===== src/rtl/if_fetch_unit.sv =====
// Instruction-fetch front end: owns the PC and drives the instruction memory handshake.
// It feeds PC+step and the fetched word to the IF/ID register, and it handles redirects, including those that arrive during an outstanding request.
module if_fetch_unit #(
    parameter logic [31:0] RESET_PC = 32'h0000_0000,
    parameter int          PC_STEP  = 4
) (
    input  logic        clk,
    input  logic        rst,
    input  logic        freeze,
    input  logic        branch_taken,
    input  logic [31:0] branch_addr,
    output logic        imem_req,
    output logic [31:0] imem_addr,
    input  logic        imem_ready,
    input  logic [31:0] imem_rdata,
    output logic [31:0] pc_out,
    output logic [31:0] instruction_out,
    output logic        fetch_stall
);

    localparam logic [31:0] STEP = 32'(PC_STEP);

    typedef enum logic [1:0] {
        IDLE    = 2'd0,
        FETCH   = 2'd1,
        HOLD    = 2'd2,
        DISCARD = 2'd3
    } state_t;

    state_t      state, state_nxt;
    logic [31:0] pc, pc_nxt;
    logic [31:0] target_reg, target_nxt;
    logic [31:0] instr_buf, instr_buf_nxt;

    always_ff @(posedge clk or posedge rst) begin
        if (rst) begin
            state      <= IDLE;
            pc         <= RESET_PC;
            target_reg <= 32'h0;
            instr_buf  <= 32'h0;
        end else begin
            state      <= state_nxt;
            pc         <= pc_nxt;
            target_reg <= target_nxt;
            instr_buf  <= instr_buf_nxt;
        end
    end

    assign imem_addr = pc;
    assign pc_out    = pc + STEP;

    always_comb begin
        state_nxt       = state;
        pc_nxt          = pc;
        target_nxt      = target_reg;
        instr_buf_nxt   = instr_buf;
        imem_req        = 1'b0;
        fetch_stall     = 1'b1;
        instruction_out = instr_buf;

        case (state)
            IDLE: begin
                state_nxt = FETCH;
            end

            FETCH: begin
                imem_req = 1'b1;
                if (imem_ready) begin
                    instruction_out = imem_rdata;
                    fetch_stall     = 1'b0;
                    if (branch_taken) begin
                        pc_nxt = branch_addr;
                    end else if (!freeze) begin
                        pc_nxt = pc + STEP;
                    end else begin
                        instr_buf_nxt = imem_rdata;
                        state_nxt     = HOLD;
                    end
                end else if (branch_taken) begin
                    // pc stays put so the in-flight address remains stable until ready
                    target_nxt = branch_addr;
                    state_nxt  = DISCARD;
                end
            end

            HOLD: begin
                fetch_stall = 1'b0;
                if (branch_taken) begin
                    pc_nxt    = branch_addr;
                    state_nxt = FETCH;
                end else if (!freeze) begin
                    pc_nxt    = pc + STEP;
                    state_nxt = FETCH;
                end
            end

            DISCARD: begin
                imem_req = 1'b1;
                if (branch_taken) begin
                    target_nxt = branch_addr;
                end
                if (imem_ready) begin
                    pc_nxt    = branch_taken ? branch_addr : target_reg;
                    state_nxt = FETCH;
                end
            end

            default: begin
                state_nxt = IDLE;
            end
        endcase
    end

endmodule


===== config.mk =====
export PLATFORM = sky130hd
export DESIGN_NAME = if_fetch_unit
export DESIGN_NICKNAME = d
export VERILOG_FILES = /design/src/rtl/if_fetch_unit.sv
export SDC_FILE = /design/constraint.sdc
export NUM_CORES = 1
export LEC_CHECK = 0
export ABC_AREA = 1
export CAP_MARGIN = 10
export CORE_UTILIZATION = 40
export DETAILED_ROUTE_END_ITERATION = 8
export HOLD_SLACK_MARGIN = 0.02
export PLACE_DENSITY = 0.8
export SYNTH_ARGS = -nofsm -noshare
export SYNTH_HDL_FRONTEND = slang
export SYNTH_SLANG_ARGS = --single-unit

===== constraint.sdc =====
create_clock -name clk -period 8.5 [get_ports clk]
set_input_delay 0.85 -clock clk [delete_from_list [all_inputs] [get_ports clk]]
set_output_delay 0.85 -clock clk [all_outputs]
set_load 0.05 [all_outputs]

==> flow_summary_export.csv, run 1 <==
group,metric,value,unit
floorplan,initial_core_util,41.8,%
sta,hold_viol,0,
global_routing,gr-usage-all-layers,20.8,%
routing,drt.antenna.violating_nets,0,
cells_and_area,multi_input_area,0.00267,mm^2
sta,maxSlewViolCount,0,
synthesis,yosysWarnings,0,
cells_and_area,final_nets,965,
routing,vias,5326,
worst_setup_path,slowest_delay,0.87,ns
clocking,clock_sinks,98,
global_routing,grt_pass1_vias,4793,
sta,rsz0062_at_grt,"false",
global_routing,antenna_found_initial,0,
cells_and_area,final_cell_mix,"184 x nand2_1, 165 x clkdlybuf4s50_1, 117 x nor2_1, 98 x dfrtp_1, 80 x inv_1",
routing,drc,0,
routing,vias_per_cell,4.95,
clocking,ctsResizeCount,0,
floorplan,fp.dieH,121,um
sta,setup_tns,0,ns
clocking,hold_buffers,0,
worst_setup_path,path_max_fanout,66,
clocking,cts_tree,"built",
synthesis,synth_edf_count,0,
clocking,clk_pin_slew,0.06,ns
sta,layout_worst_path_cycle_share,49.1,%
routing,drtIter0Drc,477,
synthesis,syn-num-nets,824,
clocking,cts_made_buffers,9,
synthesis,synthArstFlopShare,100,%
worst_setup_path,crit_path_end_kind,"output pin",
floorplan,dieArea,0.0145,mm^2
cells_and_area,layoutNonFillerInstCount,1076,
placement,io_buffers,166,
sta,worst_slew_pin_slew,1.05,ns
worst_setup_path,cp_common_cell,"clkdlybuf4s50_1",
floorplan,rows,42,
worst_setup_path,cp-start-kind,"input pin",
floorplan,ios,167,
placement,dp_cells,1059,
sta,relSlewSlack,29.6,%
sta,clock_skew,0.00617,ns
pwr,power,3.37,mW
global_routing,grt_pass1_wl,23.8,mm
clocking,cts.path.max_buffers,2,
pwr,p_leak,3.46,nW
global_routing,grt_max_degree,81,
global_routing,overflow,0,
placement,dp_hpwl,10.7,mm
sta,min_period,4.17,ns
outcome,status,"complete, no violations",
routing,drt-total-wl,14.8,mm
worst_setup_path,worstSetupPathType,"input pin to output pin",
synthesis,ys_types,31,
cells_and_area,fill_cells,1228,
floorplan,core_area,0.0135,mm^2
clocking,worstSkewPairLatency,0.34,ns
worst_setup_path,crit_slowest_cell,"clkdlybuf4s50_1",
cells_and_area,regArea,0.00245,mm^2
routing,dr.pass1.iters,5,
cells_and_area,mostFrequentLayoutCell,"nand2_1",
worst_setup_path,path_buf_inv,2,
worst_setup_path,required,7.65,ns
synthesis,syn_inst,754,
cells_and_area,areaGrowthSynthToFinish,36.3,%
placement,gp_congestion,0.869,
cells_and_area,antenna_cells,0,
pwr,peakVddDrop,273,uV
clocking,cts_root_buf,"clkbuf_16",
pwr,power.density,439,mW/mm^2
worst_setup_path,worstPathArrival,3.32,ns
sta,max_freq,240,MHz
worst_setup_path,critPathTopFamily,"buffers and inverters",
synthesis,yosysSeqAreaShare,43.6,%
clocking,htree_num_levels,3,
cells_and_area,final_layout_size_suffix_gt1_share,6.89,%
worst_setup_path,path_cells,"clkdlybuf4s50_1, nand2_2, o21ai_0, clkdlybuf4s50_1",
routing,wl_per_cell,13.7,um
clocking,postCtsSetupRepairBufs,0,
sta,worst_hold_slack,0.509,ns
floorplan,die_w,121,um
job,drv_cap,0,
synthesis,avgSynthCellArea,7.46,um^2
min_path,hold_path_class,"flip-flop to flip-flop",
synthesis,synth_flop_cell,"dfrtp_1",
sta,setup-violations-final,0,
synthesis,synth-seq-cells,98,
synthesis,synth.cell_area,0.00562,mm^2
-- cell usage after synthesis, types with 3 or more instances --
library cell / instances / area [um^2]
a21oi_1: 61 / 305
a31oi_1: 4 / 25.0
and2_1: 3 / 18.8
buf_1: 8 / 30.0
buf_2: 16 / 80.1
buf_4: 7 / 52.6
clkbuf_1: 9 / 33.8
dfrtp_1: 98 / 2450
inv_1: 81 / 304
nand2_1: 185 / 694
nand2_2: 7 / 43.8
nand3_1: 9 / 45.0
nand3b_1: 8 / 60.1
nor2_1: 119 / 447
nor2_2: 5 / 31.3
nor2_4: 9 / 101
o21ai_0: 49 / 245
o22ai_1: 24 / 150
o31ai_1: 24 / 180
xnor2_1: 4 / 35.0
xor2_1: 4 / 35.0
xor2_2: 7 / 114
-- per-stage QoR --
stage	util, %	cell area, um^2	worst slack (ns)
floorplan	-	5620	5.09
global placement	54.6	7340	4.23
detailed placement	54.6	7340	4.14
CTS	56.8	7650	4.29
global route	57.0	7670	4.10
finish	57.0	7670	4.33
-- cells by family after synthesis --
family / share of synthesized area, %
and+or+nand+nor: 26.7
buffers and inverters: 9.10
muxes: 0.200
xor gates and xnor gates: 3.27
AOI/OAI and AO/OA: 16.9
DFF: 43.6
adders and majority gates: 0.222
-- metal layers --
metal	global-route usage (%)	part of all wire (%)	vias up
li1	-	-	2692
met1	27.9	43	2389
met2	32.4	46	229
met3	6.89	9.9	16
met4	4.86	1.4	0
met5	0	0	-
-- layout make-up --
type / count / share of cell area (%)
flip-flops and latches: 98 / 32.0
multi-input cells: 532 / 34.9
repair buffers: 170 / 22.2
clock buffers: 10 / 3.12
inverters: 84 / 4.14
clock inverters: 6 / 0.865
well taps: 176 / 2.87
-- worst paths after layout --
| path | end | startpoint | cells past startpoint | slack, ns |
|---|---|---|---|---|
| hold / removal | target_reg[31] | target_reg[31] | 2 | 0.51 |
| setup / recovery | instruction_out[14] | imem_ready | 4 | 4.33 |
| max in group asynchronous | imem_addr[0] | rst | 3 | 6.44 |
| setup reg to reg | target_reg[4] | state[0] | 6 | 4.99 |
| hold reg to reg | target_reg[31] | target_reg[31] | 2 | 0.51 |
| min in group asynchronous | target_reg[17] | rst | 2 | 0.79 |
-- worst register-to-register path, stage by stage, from the launching register on --
cell and delay [ns]:
dfrtp_1 0.43, inv_2 0.11, nor2_4 0.05, nand2_2 0.76
nand2_2 0.67, nor2_2 0.96, mux2_2 0.41
-- power breakdown --
part | switching, mW | leakage, nW | internal, mW
Clock | 0.177 | 0.141 | 0.236
Sequential | 0.173 | 1.15 | 0.663
Combinational | 1.45 | 2.17 | 0.668
Total | 1.80 | 3.46 | 1.57
Note: power is estimated with default switching activity, not from simulation.
==> inputs of run 2 (changes only) <==
Settings changed: PLACE_DENSITY 0.8 to 0.82.
Clock period 8.5 ns to 3.5 ns, I/O delays scaled along.
==> flow_summary_export.csv, run 2 (synthesis gave the netlist of run 1 again) <==
group,metric,value,unit
cells_and_area,regArea,0.00245,mm^2
clocking,hold_buffers,0,
global_routing,grt_max_degree,66,
placement,dp_hpwl,11.0,mm
global_routing,overflow,0,
sta,setup-violations-final,0,
global_routing,grt_pass1_vias,5090,
floorplan,core_area,0.0135,mm^2
worst_setup_path,required,3.15,ns
sta,relSlewSlack,46.2,%
clocking,postCtsSetupRepairBufs,0,
placement,io_buffers,166,
global_routing,antenna_found_initial,0,
job,drv_cap,0,
clocking,htree_num_levels,3,
pwr,power.density,1060,mW/mm^2
floorplan,ios,167,
pwr,peakVddDrop,715,uV
cells_and_area,mostFrequentLayoutCell,"nand2_1",
global_routing,gr-usage-all-layers,21.6,%
routing,drt-total-wl,15.1,mm
routing,wl_met2,6.87,mm
clocking,cts.path.max_buffers,2,
floorplan,fp.dieH,121,um
sta,min_period,3.05,ns
worst_setup_path,path_max_fanout,26,
clocking,cts_tree,"built",
cells_and_area,multi_input_area,0.00267,mm^2
floorplan,dieArea,0.0145,mm^2
sta,rsz0062_at_grt,"false",
sta,clock_skew,0.00953,ns
placement,gp_congestion,0.888,
routing,dr.pass1.iters,5,
sta,layout_worst_path_cycle_share,87.2,%
worst_setup_path,critPathTopFamily,"buffers and inverters",
worst_setup_path,crit_path_end_kind,"output pin",
sta,worst_slew_pin_slew,0.807,ns
worst_setup_path,worstPathArrival,2.70,ns
routing,m1WireLength,6.71,mm
clocking,cts_made_buffers,9,
cells_and_area,final_cell_mix,"184 x nand2_1, 165 x clkdlybuf4s50_1, 117 x nor2_1, 98 x dfrtp_1, 80 x inv_1",
pwr,power_frac_seq,25.1,%
worst_setup_path,path_buf_inv,3,
cells_and_area,areaGrowthSynthToFinish,36.6,%
routing,dr_wl_met3,1.28,mm
global_routing,grt_pass1_wl,25.0,mm
sta,worst_hold_slack,0.511,ns
pwr,clkPwrFrac,11.2,%
pwr,switching_share,53.9,%
routing,wl_per_cell,13.9,um
floorplan,rows,42,
cells_and_area,antenna_cells,0,
routing,drc,0,
outcome,status,"complete, no violations",
routing,drtIter0Drc,436,
routing,drt.antenna.violating_nets,0,
routing,highest_layer,"met4",
worst_setup_path,cp-start-kind,"flip-flop",
pwr,p_leak,3.48,nW
routing,vias_per_cell,5.02,
cells_and_area,final_layout_size_suffix_gt1_share,7.17,%
cells_and_area,fill_cells,1227,
floorplan,initial_core_util,41.8,%
worst_setup_path,crit_slowest_cell,"clkdlybuf4s50_1",
sta,maxSlewViolCount,0,
clocking,cts_root_buf,"clkbuf_16",
pwr,power.switching,4.39,mW
clocking,worstSkewPairLatency,0.34,ns
sta,max_freq,328,MHz
clocking,clock_sinks,98,
min_path,hold_path_class,"input pin to async pin",
worst_setup_path,path_cells,"inv_2, nor2_4, nand2_2, buf_4, o21ai_0, clkdlybuf4s50_1",
worst_setup_path,worstSetupPathType,"flip-flop to output pin",
sta,setup_tns,0,ns
pwr,comb_power_share,63.7,%
pwr,p_int,3.76,mW
floorplan,die_w,121,um
worst_setup_path,slowest_delay,0.84,ns
sta,hold_viol,0,
routing,vias,5429,
clocking,ctsResizeCount,0,
clocking,clk_pin_slew,0.07,ns
cells_and_area,final_nets,971,
-- run 2: worst paths after layout --
kind | from | endpoint | slack, ns | depth (start not counted)
min in group clk | target_reg[4] | target_reg[4] | 0.51 | 1
hold reg to reg | target_reg[4] | target_reg[4] | 0.51 | 1
setup reg to reg | state[0] | target_reg[11] | 1.43 | 7
hold / removal | rst | instr_buf[23] | 0.51 | 2
max in group asynchronous | rst | target_reg[3] | 2.30 | 3
setup / recovery | state[0] | instruction_out[9] | 0.45 | 6
-- run 2: per-layer routing --
layer	global-route usage, %	vias to the layer above
met5	0	-
met4	6.17	0
met3	4.29	13
met2	34.4	225
met1	29.8	2489
li1	-	2702
-- run 2: cell type report --
cell class | count | area share [%]
clock buffers | 13 | 3.26
well taps | 176 | 2.87
flip-flops and latches | 98 | 31.9
clock inverters | 3 | 0.326
inverters | 84 | 4.14
multi-input cells | 532 | 34.8
repair buffers | 176 | 22.7
-- run 2: stage by stage --
step	instances	setup slack (ns)	utilization (%)	cell area [um^2]	power [mW]
finish	1082	0.449	57.1	7680	8.15
global route	1082	0.258	57.1	7680	8.63
detailed placement	1066	0.505	55.1	7410	7.24
CTS	1082	0.440	57.1	7680	8.18
floorplan	754	0.588	-	5620	5.58
global placement	1066	0.579	55.1	7410	7.16
-- run 2: worst reg2reg max path, stage by stage, from the launching register on --
cell and delay, ns:
dfrtp_1 0.45, inv_2 0.12, nor2_4 0.05, nand2_2 0.38, nand2_2 0.32, nor2_2 0.19, buf_4 0.30, o22ai_1 0.14
-- run 2: power groups by stage --
| stage | clock [mW] | sequential [mW] | combinational, mW |
|---|---|---|---|
| global route | 0.988 | 2.11 | 5.53 |
| global placement | 0 | 2.04 | 5.12 |
| floorplan | 0 | 2.56 | 3.02 |
| finish | 0.916 | 2.05 | 5.19 |
| detailed placement | 0 | 2.05 | 5.19 |
| CTS | 0.939 | 2.04 | 5.20 |
==> inputs of run 3 (changes only) <==
Settings changed: SLEW_MARGIN from default to 30.
==> results of run 3 <==
The final DEF is identical to that of run 2; final timing and power are the same.
